<file path="src/rtl/mdu_defs_pkg.sv">
// Shared decode constants, multiplier op codes and FSM encoding for the MDU sequencer.
// Latency: n/a (constants and types only).
// Backpressure: n/a.
package mdu_defs;

  // ALUOp value that hands decode over to the funct field
  localparam logic [1:0] OP_RTYPE    = 2'b10;

  // funct field values recognised by the multiply/divide unit
  localparam logic [5:0] FUNCT_MULTU = 6'h19;
  localparam logic [5:0] FUNCT_MADDU = 6'h01;
  localparam logic [5:0] FUNCT_MFHI  = 6'h10;
  localparam logic [5:0] FUNCT_MFLO  = 6'h12;

  // 4-bit operation / result-select codes
  localparam logic [3:0] MULTU       = 4'b1010;
  localparam logic [3:0] MADDU       = 4'b1011;
  localparam logic [3:0] MFHI        = 4'b1001;
  localparam logic [3:0] MFLO        = 4'b1000;
  localparam logic [3:0] ADD         = 4'b0010;
  localparam logic [3:0] NONE        = 4'b0000;

  typedef enum logic [1:0] {
    IDLE  = 2'd0,
    RUN   = 2'd1,
    WRITE = 2'd2
  } mduState_t;

  // Everything the sequencer needs to know about the EX-stage instruction
  typedef struct packed {
    logic       isMul;    // MULTU or MADDU presented
    logic       isMf;     // MFHI or MFLO presented
    logic [3:0] mulCode;  // code to latch onto the multiplier
    logic [3:0] muxSel;   // EX result-mux select
  } decode_t;

endpackage

</file>
<file path="src/rtl/mdu_decode.sv">
// Combinational op/funct decode for the multiply unit and the EX result mux.
// Latency: zero cycles, purely combinational.
// Backpressure: none; outputs follow the inputs every cycle.
module mdu_decode
  import mdu_defs::*;
(
  input  logic       issue_valid,
  input  logic [1:0] op,
  input  logic [5:0] funct,
  output decode_t    dec
);

  // Only a valid R-type instruction produces decode side effects; all else selects the ALU
  always_comb begin
    dec         = '0;
    dec.mulCode = NONE;
    dec.muxSel  = ADD;
    if (issue_valid && (op == OP_RTYPE)) begin
      case (funct)
        FUNCT_MULTU: begin
          dec.isMul   = 1'b1;
          dec.mulCode = MULTU;
        end
        FUNCT_MADDU: begin
          dec.isMul   = 1'b1;
          dec.mulCode = MADDU;
        end
        FUNCT_MFHI: begin
          dec.isMf    = 1'b1;
          dec.muxSel  = MFHI;
        end
        FUNCT_MFLO: begin
          dec.isMf    = 1'b1;
          dec.muxSel  = MFLO;
        end
        default: begin
          dec.muxSel  = ADD;
        end
      endcase
    end
  end

endmodule

</file>
<file path="src/rtl/mdu_sequencer.sv">
// Sequences multicycle MULTU/MADDU operations and the HI/LO write, stalling hazards.
// Latency: start pulse 1 cycle after accept, HI/LO write MUL_CYCLES+1 cycles after accept.
// Backpressure: stall holds a mul or MFHI/MFLO while busy; other ALU ops never stall.
module mdu_sequencer
  import mdu_defs::*;
#(
  parameter int MUL_CYCLES = 32,  // start pulse to result valid, at least 2
  parameter int CNT_W      = 6    // 2**CNT_W must exceed MUL_CYCLES
) (
  input  logic       clk,
  input  logic       rst,
  input  logic       issue_valid,
  input  logic [1:0] op,
  input  logic [5:0] funct,
  output logic       mul_start,
  output logic [3:0] mul_signal,
  output logic       hilo_we,
  output logic [3:0] mux_sel,
  output logic       busy,
  output logic       stall
);

  localparam logic [CNT_W-1:0] CNT_LOAD = CNT_W'(MUL_CYCLES - 1);
  localparam logic [CNT_W-1:0] CNT_ONE  = CNT_W'(1);

  decode_t          dec;
  mduState_t        state;
  logic [CNT_W-1:0] cnt;

  mdu_decode uDecode (
    .issue_valid (issue_valid),
    .op          (op),
    .funct       (funct),
    .dec         (dec)
  );

  // Result select follows the current EX instruction directly
  assign mux_sel = dec.muxSel;

  // Hold a new multiply or an HI/LO read while an earlier multiply is still in flight,
  // including its WRITE cycle, since HI/LO only settles at the end of WRITE
  assign stall = (dec.isMul | dec.isMf) & busy;

  // FSM: accept in IDLE, count MUL_CYCLES cycles in RUN, strobe HI/LO in WRITE
  always_ff @(posedge clk) begin
    if (rst) begin
      state      <= IDLE;
      cnt        <= '0;
      mul_start  <= 1'b0;
      mul_signal <= NONE;
      hilo_we    <= 1'b0;
      busy       <= 1'b0;
    end else begin
      case (state)
        IDLE: begin
          if (dec.isMul) begin
            state      <= RUN;
            cnt        <= CNT_LOAD;
            mul_start  <= 1'b1;
            mul_signal <= dec.mulCode;
            busy       <= 1'b1;
          end
        end
        RUN: begin
          mul_start <= 1'b0;
          if (cnt == '0) begin
            state   <= WRITE;
            hilo_we <= 1'b1;
          end else begin
            cnt <= cnt - CNT_ONE;
          end
        end
        WRITE: begin
          state      <= IDLE;
          hilo_we    <= 1'b0;
          mul_signal <= NONE;
          busy       <= 1'b0;
        end
        default: begin
          state      <= IDLE;
          cnt        <= '0;
          mul_start  <= 1'b0;
          mul_signal <= NONE;
          hilo_we    <= 1'b0;
          busy       <= 1'b0;
        end
      endcase
    end
  end

endmodule

</file>
<file path="config.mk">
export PLATFORM = sky130hd
export DESIGN_NAME = mdu_sequencer
export DESIGN_NICKNAME = d
export VERILOG_FILES = /design/src/rtl/mdu_defs_pkg.sv /design/src/rtl/mdu_decode.sv /design/src/rtl/mdu_sequencer.sv
export SDC_FILE = /design/constraint.sdc
export NUM_CORES = 1
export LEC_CHECK = 0
export BUFFER_PORTS_ARGS = -buffer_cell sky130_fd_sc_hd__buf_2
export CAP_MARGIN = 25
export CORE_ASPECT_RATIO = 0.6
export CORE_MARGIN = 5
export CORE_UTILIZATION = 30
export CTS_CLUSTER_DIAMETER = 30
export DETAILED_ROUTE_END_ITERATION = 10
export MAX_ROUTING_LAYER = met4
export PLACE_DENSITY = 0.62
export SETUP_SLACK_MARGIN = 0.02
export SLEW_MARGIN = 20
export SYNTH_ARGS = -nofsm -noshare
export SYNTH_HDL_FRONTEND = slang
export SYNTH_SLANG_ARGS = --single-unit
</file>
<file path="constraint.sdc">
create_clock -name clk -period 1.85 [get_ports clk]
set_input_delay 0.4625 -clock clk [delete_from_list [all_inputs] [get_ports clk]]
set_output_delay 0.4625 -clock clk [all_outputs]
set_load 0.02 [all_outputs]
</file>
# Word level (Yosys, flattened, before mapping)
# Cells that the tools add are included.
[op_classes]
n_addsub = 1
eq_ne = 10
mux = 18
n_bitwise = 5
reduce_logical = 10
[ops]
columns = ["op", "count"]
rows = [
  ["one-hot mux 4 bit (2 select lines)", 3],
  ["equality test 6 x 5 -> 1 bit (second input constant)", 3],
  ["one-hot mux 6 bit (3 select lines)", 1],
  ["two-way mux 6 bit", 2],
  ["two-way mux 10 bit", 1],
  ["AND reduction 2 bit", 4],
  ["equality test 6 x 1 -> 1 bit (second input constant)", 1],
  ["logical NOT 6 bit", 1],
  ["inequality test 2 bit (second input constant)", 3],
  ["one-hot mux 1 bit (2 select lines)", 3],
  ["subtractor 6 x 1 -> 6 bit (second input constant)", 1],
  ["equality test 2 bit (second input constant)", 2],
  ["two-way mux 1 bit", 4],
  ["two-way mux 2 bit", 2],
  ["two-way mux 4 bit", 1],
  ["one-hot mux 2 bit (2 select lines)", 1],
  ["OR reduction 2 bit", 2],
  ["inverter 1 bit", 3],
  ["AND reduction 3 bit", 1],
  ["equality test 2 x 1 -> 1 bit (second input constant)", 1],
  ["logical NOT 2 bit", 1],
  ["AND 1 bit", 1],
  ["logical AND 1 bit", 1],
  ["bitwise OR 1 bit", 1],
]
[word_totals]
register_bits = 15
in_bits = 11
elab_cells = 50

# Depth between registers and ports, before layout
# Gate-level depths: netlist of run 1.
[logic_depth]
ltp_word = 6
mapped_depth = 6

# By module
# From an unflattened synthesis of run 1, not the netlist that was laid out.
[unflattened]
hier_cells = 99
area_unflattened_um2 = 849.6
[modules_own_cells]
columns = ["module", "n_inst", "cells_per_inst", "area_each_um2", "seq_area_each_um2"]
rows = [
  ["mdu_sequencer", 1, 81, 720.7, 300.3],
  ["mdu_decode", 1, 18, 128.9, 0.0],
]

# Worst setup path after synthesis of run 1
# OpenSTA, ideal clock, no wires.
[synth_timing]
path_kind = "in2out"
start = "input port funct[2]"
end = "output port mux_sel[0]"
arrival_time_ps = 1470
path_slack_ps = -82
cell_stages = 3
path_buffers = 0
path_cell_list = "nor4b_4 > nand4_1 > nor2_1"
[synth_between]
elab_chain_cells = 3
word_cells_on_any_way = 4
cone_classes = "eq/ne (2); mux (2)"
[synth_rtl]
columns = ["item", "line_no", "rtl"]
rows = [
  ["start: declaration", "mdu_sequencer.sv:14", "input logic [5:0] funct,"],
  ["equality test 6 x 5 -> 1 bit", "mdu_decode.sv:19", "case (funct)"],
  ["one-hot mux 4 bit (2 select lines) (*)", "mdu_decode.sv:19", ""],
  ["two-way mux 10 bit (*)", "mdu_decode.sv:18", "if (issue_valid && (op == OP_RTYPE)) begin"],
  ["end: declaration", "mdu_sequencer.sv:18", "output logic [3:0] mux_sel,"],
]
# Every way passes the cells marked *; elsewhere a longest branch is shown, timed or not.

# Worst setup path after layout of run 1
[layout_timing]
start = "input port funct[2]"
end = "output port stall"
[layout_between]
elab_chain_cells = 6
word_cells_on_any_way = 11
cone_classes = "eq/ne (4); mux (3); bitwise (2); reduce/logical (2)"
[layout_rtl]
columns = ["item", "line_no", "rtl"]
rows = [
  ["equality test 6 x 5 -> 1 bit / equality test 6 x 1 -> 1 bit (equally long branches)", "mdu_decode.sv:19", ""],
  ["OR reduction 2 bit (no line)", "-", ""],
  ["two-way mux 1 bit", "mdu_decode.sv:19", ""],
  ["two-way mux 10 bit (*)", "mdu_decode.sv:18", ""],
  ["bitwise OR 1 bit (*)", "mdu_sequencer.sv:42", "assign stall = (dec.isMul | dec.isMf) & busy;"],
  ["AND 1 bit (*)", "mdu_sequencer.sv:42", ""],
  ["end: declaration", "mdu_sequencer.sv:20", "output logic stall"],
]
# Marked as above.

==> results of run 1 <==
-- sequential cells by signal (all words and copies together), names as in the netlist --
name        count
busy            1
cnt             6
hilo_we         1
mul_signal      2
mul_start       1
state           2
-- report_power, final --
group	internal (mW)	switching (mW)	total [mW]
clock	0.152	0.103	0.255
combinational	0.0467	0.0574	0.104
sequential	0.285	0.00566	0.291
total	0.484	0.166	0.650
-- per-stage QoR --
| step | TNS [ns] | hold slack [ns] | utilization (%) | instances |
|---|---|---|---|---|
| finish | -0.00759 | 0.473 | 40.2 | 144 |
| global route | -0.106 | 0.507 | 40.2 | 144 |
| detailed placement | -0.0175 | 0.461 | 35.7 | 136 |
| CTS | 0 | 0.478 | 38.1 | 142 |
| global placement | 0 | 0.449 | 35.7 | 136 |
| floorplan | -0.0111 | 0.514 | - | 89 |
-- final timing paths --
| kind | to | startpoint | slack [ns] |
|---|---|---|---|
| max | stall | funct[2] | -0.008 |
| min | hilo_we | hilo_we | 0.47 |
| min reg2reg | hilo_we | hilo_we | 0.47 |
| max reg2reg | cnt[4] | cnt[0] | 0.16 |
-- cell type report --
type	instances	area share, %
Inverter	3	1.13
Multi-Input combinational cell	65	46.0
Sequential cell	13	26.0
Clock buffer	4	4.50
Tap cell	32	4.00
Timing Repair Buffer	27	18.4
-- cells by family (layout without fill, tap and decap cells) --
| logic type | Yosys count | in the layout | share of synthesized area, % |
|---|---|---|---|
| buffers and inverters | 11 | 34 | 8.13 |
| AOI/OAI and AO/OA | 19 | 19 | 17.4 |
| other | 1 | 2 | 0.487 |
| muxes | 1 | 1 | 1.30 |
| and+or+nand+nor | 39 | 39 | 33.8 |
| DFF | 13 | 13 | 33.8 |
| adders and majority gates | 1 | 1 | 1.63 |
| xor gates and xnor gates | 3 | 3 | 3.42 |
-- worst register-to-register path: stages (launching register included) --
cell	delay, ns
dfxtp_1	0.34
inv_1	0.07
ha_1	0.23
nand2b_4	0.09
or4b_1	0.51
a21o_1	0.17
a211oi_1	0.20
-- routing by layer --
metal  global-route usage, %  routed length [um]  up-vias
met5                       -                   0        -
met4                    6.10                  38        0
met3                    4.94                  73        4
met2                    13.8                 826       11
met1                    15.3                 958      320
li1                        -                   -      359
-- cell usage in the layout (no fill, tap or decap), types with 2 or more instances in the layout --
cell type and n:
conb_1 2, xnor2_1 2, nor3b_1 2, nor2_1 7
nor2b_1 4, buf_2 15, nor2_2 2, nand3b_1 2
clkbuf_8 3, buf_4 7, o21bai_1 2, nor3_1 7
buf_6 5, a21oi_1 4, inv_1 3, o21a_1 3
dfxtp_1 13, a31oi_1 2
-- Yosys cell counts (2+ instances only) --
master	instances
a31oi_1	2
inv_1	3
o21bai_1	2
nor2_1	9
nand3b_1	2
nor3_1	7
xnor2_1	2
o21a_1	3
nor3b_1	2
nor2b_1	4
buf_4	3
clkbuf_1	2
a21oi_1	4
dfxtp_1	13
-- timing repair --
item                       in CTS  in global routing
pin swaps                       2                  3
resized for setup               0                 10
hold buffers                    0                  0
setup endpoints to repair       2                  4
buffers inserted                2                  2
==> metrics.cfg, run 1 <==
[placement]
preCtsSetupSlack_ns=-0.0175
dpl.hpwl_um=1330
dpl_cell_area_um2=887
io_buffers=20
routabilityCongestion=0.842

[critical_path]
start_kind=input pin
reg2regPathDepth=6
timing.critical_path.buf_inv=3
crit_cells=6
cp_top_family=simple AND/OR/NAND/NOR gates
cp_cell_sequence=buf_6, nor4b_4, buf_4, nand3_2, nor2_2, buf_6
cp_slowest_stage_delay_ns=0.33
path_max_fanout=3
slowest_stage=nor4b_4
end_kind=output pin
required_ns=1.39
cp_common_cell=buf_6
arrival_ns=1.40
crit_type=in -> out

[synthesis]
seq_area_frac_synth_pct=33.8
synth-edff-count=0
ys_top_cells_by_area=dfxtp_1, nor3_1, nor2_1
synth_top_area_cell=dfxtp_1
ys_ff_latch=13
synth_top_area_share_pct=33.8
synthCells=88
synthDistinctLibCells=44
yosysWarnings=0
netlist_area_um2=769
synth.avg_cell_area_um2=8.74
synth-main-ff-cell=dfxtp_1
async_reset_ff_share_pct=0

[drt]
wl_per_cell_um=13.2
drtPass1Iterations=4
drtAntennaViolNets=0
via_per_inst=4.82
wl_um=1900
dr_total_vias=694
drtIter0Drc=15
drc=0

[clocking]
clk_latency_ns=0.24
cts_buffers=3
clockBufferDepth=2
clock-sinks=13
cts_root_buffer=clkbuf_8
path_clk_slew_ns=0.05
htree_levels=1
cts_tree=built

[floorplanning]
start_util_pct=30.9
fp-row-count=14
pin_count=23
die_w_um=75.4
dieArea_um2=3710
die_y_um=49.2
core-area_um2=2490

[layout]
drive_above_1_share_pct=34.8
n_antenna_cell=0
multiInputGateArea_um2=460
nets=125
nFillCells=253
syn_to_final_growth_pct=30.1
final_cell_area_um2=1000
seq_area_um2=260

[grt]
grt_pass1_wl_um=2980
grt_pass1_vias=625
grtUsageTotal_pct=11.4
gr-total-overflow=0
grt_start_max_net_pins=18
antenna_found_initial=0

[outcome]
outcome=finished with violations
failed_checks=negative setup slack

[timing]
hold_viol_final=0
final_max_slew_viol_count=0
setup_violations=1
fin_crit_ns=1.86
fmax_mhz=538
skew_ns=0.00252
fin_ws_ns=-0.00759
grt_setup_unrepaired=yes
period_share_pct=100

[power_and_ir_drop]
power.leakage_nw=0.399
power_density_nw_per_um2=649
vdd_ir_drop_max_uv=417
fin_total_pwr_mw=0.650

[worst_hold_path]
min_path_type=reg -> reg
hold_depth=2

[flow_run]
drv_cap=0

Power figures use the tool's default switching activity.
==> run 2, diff against run 1 <==
==> constraint.sdc (replaced) <==
create_clock -name clk -period 1.85 [get_ports clk]
set_input_delay 0.37 -clock clk [delete_from_list [all_inputs] [get_ports clk]]
set_output_delay 0.37 -clock clk [all_outputs]
set_load 0.02 [all_outputs]
==> run 2 against run 1 <==
  * The flow now finishes without violations
  * Highest routed layer unchanged
  * Register-to-register slack barely moved
  * Cell count decreased by 2.8%
  * Clock skew down 0.0013 ns
  * Worst setup slack improved by 0.18 ns
  * Utilization is 2.9 points lower
  * Clock-buffer cell count is the same
  * Sequential share of layout area grew 2.0 points
  * Sequential power about the same
==> metrics.cfg, run 2 (synthesized netlist as in run 1, its figures left out) <==
[grt]
gr-total-overflow=0
grtUsageMet3_pct=4.32
grt_start_max_net_pins=11
grt_pass1_vias=613
busiest_layer=met2
antenna_found_initial=0
grt_pass1_wl_um=2840
met1_usage_pct=13.8
met2_usage_pct=14.0
grtUsageTotal_pct=10.3

[critical_path]
r2r-end=cnt[4]
start_kind=register
arrival_ns=1.84
reg2regPathDepth=6
r2r_start=cnt[0]
end_kind=register
required_ns=2.01
path_max_fanout=5
crit_type=reg -> reg
rrSetupSlack_ns=0.17

[power_and_ir_drop]
power.net_switching_mw=0.162
pwr-share-clk_pct=39.4
power.leakage_nw=0.373
power_density_nw_per_um2=693
pwr-share-seq_pct=45.1
vdd_ir_drop_max_uv=319
comb_power_share_pct=15.5
netSwitchingFraction_pct=25.1
intPower_mw=0.483

[clocking]
cts_resized=0
cts_root_buffer=clkbuf_8
clock-sinks=13
cts_setup_buffers=0
clockBufferDepth=2
htree_levels=1
cts_buffers=3
path_clk_slew_ns=0.05
cts_tree=built
postCtsHoldBufs=0
clk_latency_ns=0.24

[floorplanning]
fp-row-count=14
pin_count=23
dieArea_um2=3710
core-area_um2=2490
die_w_um=75.4
start_util_pct=30.9
die_y_um=49.2

[drt]
dr_total_vias=690
wl_um=1690
drtIter0Drc=43
drtPass1Iterations=4
drtAntennaViolNets=0
drc=0
via_per_inst=4.93
wl_per_cell_um=12.1

[timing]
fin_crit_ns=1.68
final_max_slew_viol_count=0
fmax_mhz=596
hold_viol_final=0
setup_violations=0
period_share_pct=90.7
grt_setup_unrepaired=no
tns_ns=0
skew_ns=0.00119

[outcome]
outcome=completed

[placement]
dpl.cell_count=136
dpl.hpwl_um=1290
io_buffers=20
routabilityCongestion=0.786

[layout]
multiInputGateArea_um2=450
nFillCells=265
largest_reg_flops=6
n_antenna_cell=0
biggestRegsByFlops=cnt x6, mul_signal x2, state x2
final_cell_mix=buf_2, dfxtp_1, nor2_1
seq_area_um2=260
drive_above_1_share_pct=29.6
fin_cells=140
final_common_cell=buf_2
nets=121
top_register=cnt
syn_to_final_growth_pct=20.8

[worst_hold_path]
hold_depth=2
min_path_type=in -> reg
hold_end=cnt[5]
min_from=rst

[flow_run]
drv_cap=0

## run 2: cell count changes in the layout (fill, tap and decap cells not counted)
cell	delta
buf_4	-4
nand3_1	+1
nand3_2	-1
buf_6	-5
nor2_2	-2
nor2_1	+2
buf_2	+5
## run 2: layer usage
layer  part of all wire, %  vias up
met5                     0        -
met3                   5.2        4
li1                      -      354
met4                   1.0        0
met1                    50      319
met2                    44       13
## run 2: critical path, stage by stage, from the launching register on
cell,delay (ns)
dfxtp_1,0.34
inv_1,0.07
ha_1,0.23
nand2b_4,0.08
or4b_1,0.50
a21o_1,0.17
a211oi_1,0.21
## run 2: final cells by class
| class | count | area share (%) |
|---|---|---|
| well taps | 32 | 4.31 |
| multi-input cells | 65 | 48.5 |
| repair buffers | 23 | 13.2 |
| inverters | 3 | 1.21 |
| clock buffers | 4 | 4.85 |
| flip-flops and latches | 13 | 28.0 |
## run 2: metrics by stage
stage,hold slack [ns],setup WS (ns),power (mW),cell area (um2),util [%]
finish,0.421,0.173,0.645,930,37.4
global route,0.423,0.0735,0.679,930,37.4
CTS,0.407,0.172,0.653,930,37.4
detailed placement,0.457,0.151,0.397,885,35.6
global placement,0.447,0.164,0.394,885,35.6
floorplan,0.514,0.103,0.360,773,-
## run 2: how the worst max path moves through the flow
stage / start / endpoint / slack (ns) / depth (start not counted)
global placement: funct[2] / mul_signal[0] / 0.16 / 5
global route: funct[2] / mux_sel[0] / 0.07 / 5
CTS: cnt[0] / cnt[4] / 0.17 / 6
detailed placement: funct[2] / mul_signal[0] / 0.15 / 5
floorplan: funct[2] / mux_sel[0] / 0.10 / 3
finish: cnt[0] / cnt[4] / 0.17 / 6
## run 2: power by group through the flow
stage	sequential [mW]	combinational (mW)	clock (mW)
after floorplan	0.296	0.0635	0
after global placement	0.296	0.0977	0
after global routing	0.292	0.111	0.276
final	0.291	0.100	0.254
after detailed placement	0.297	0.0999	0
after CTS	0.291	0.100	0.262
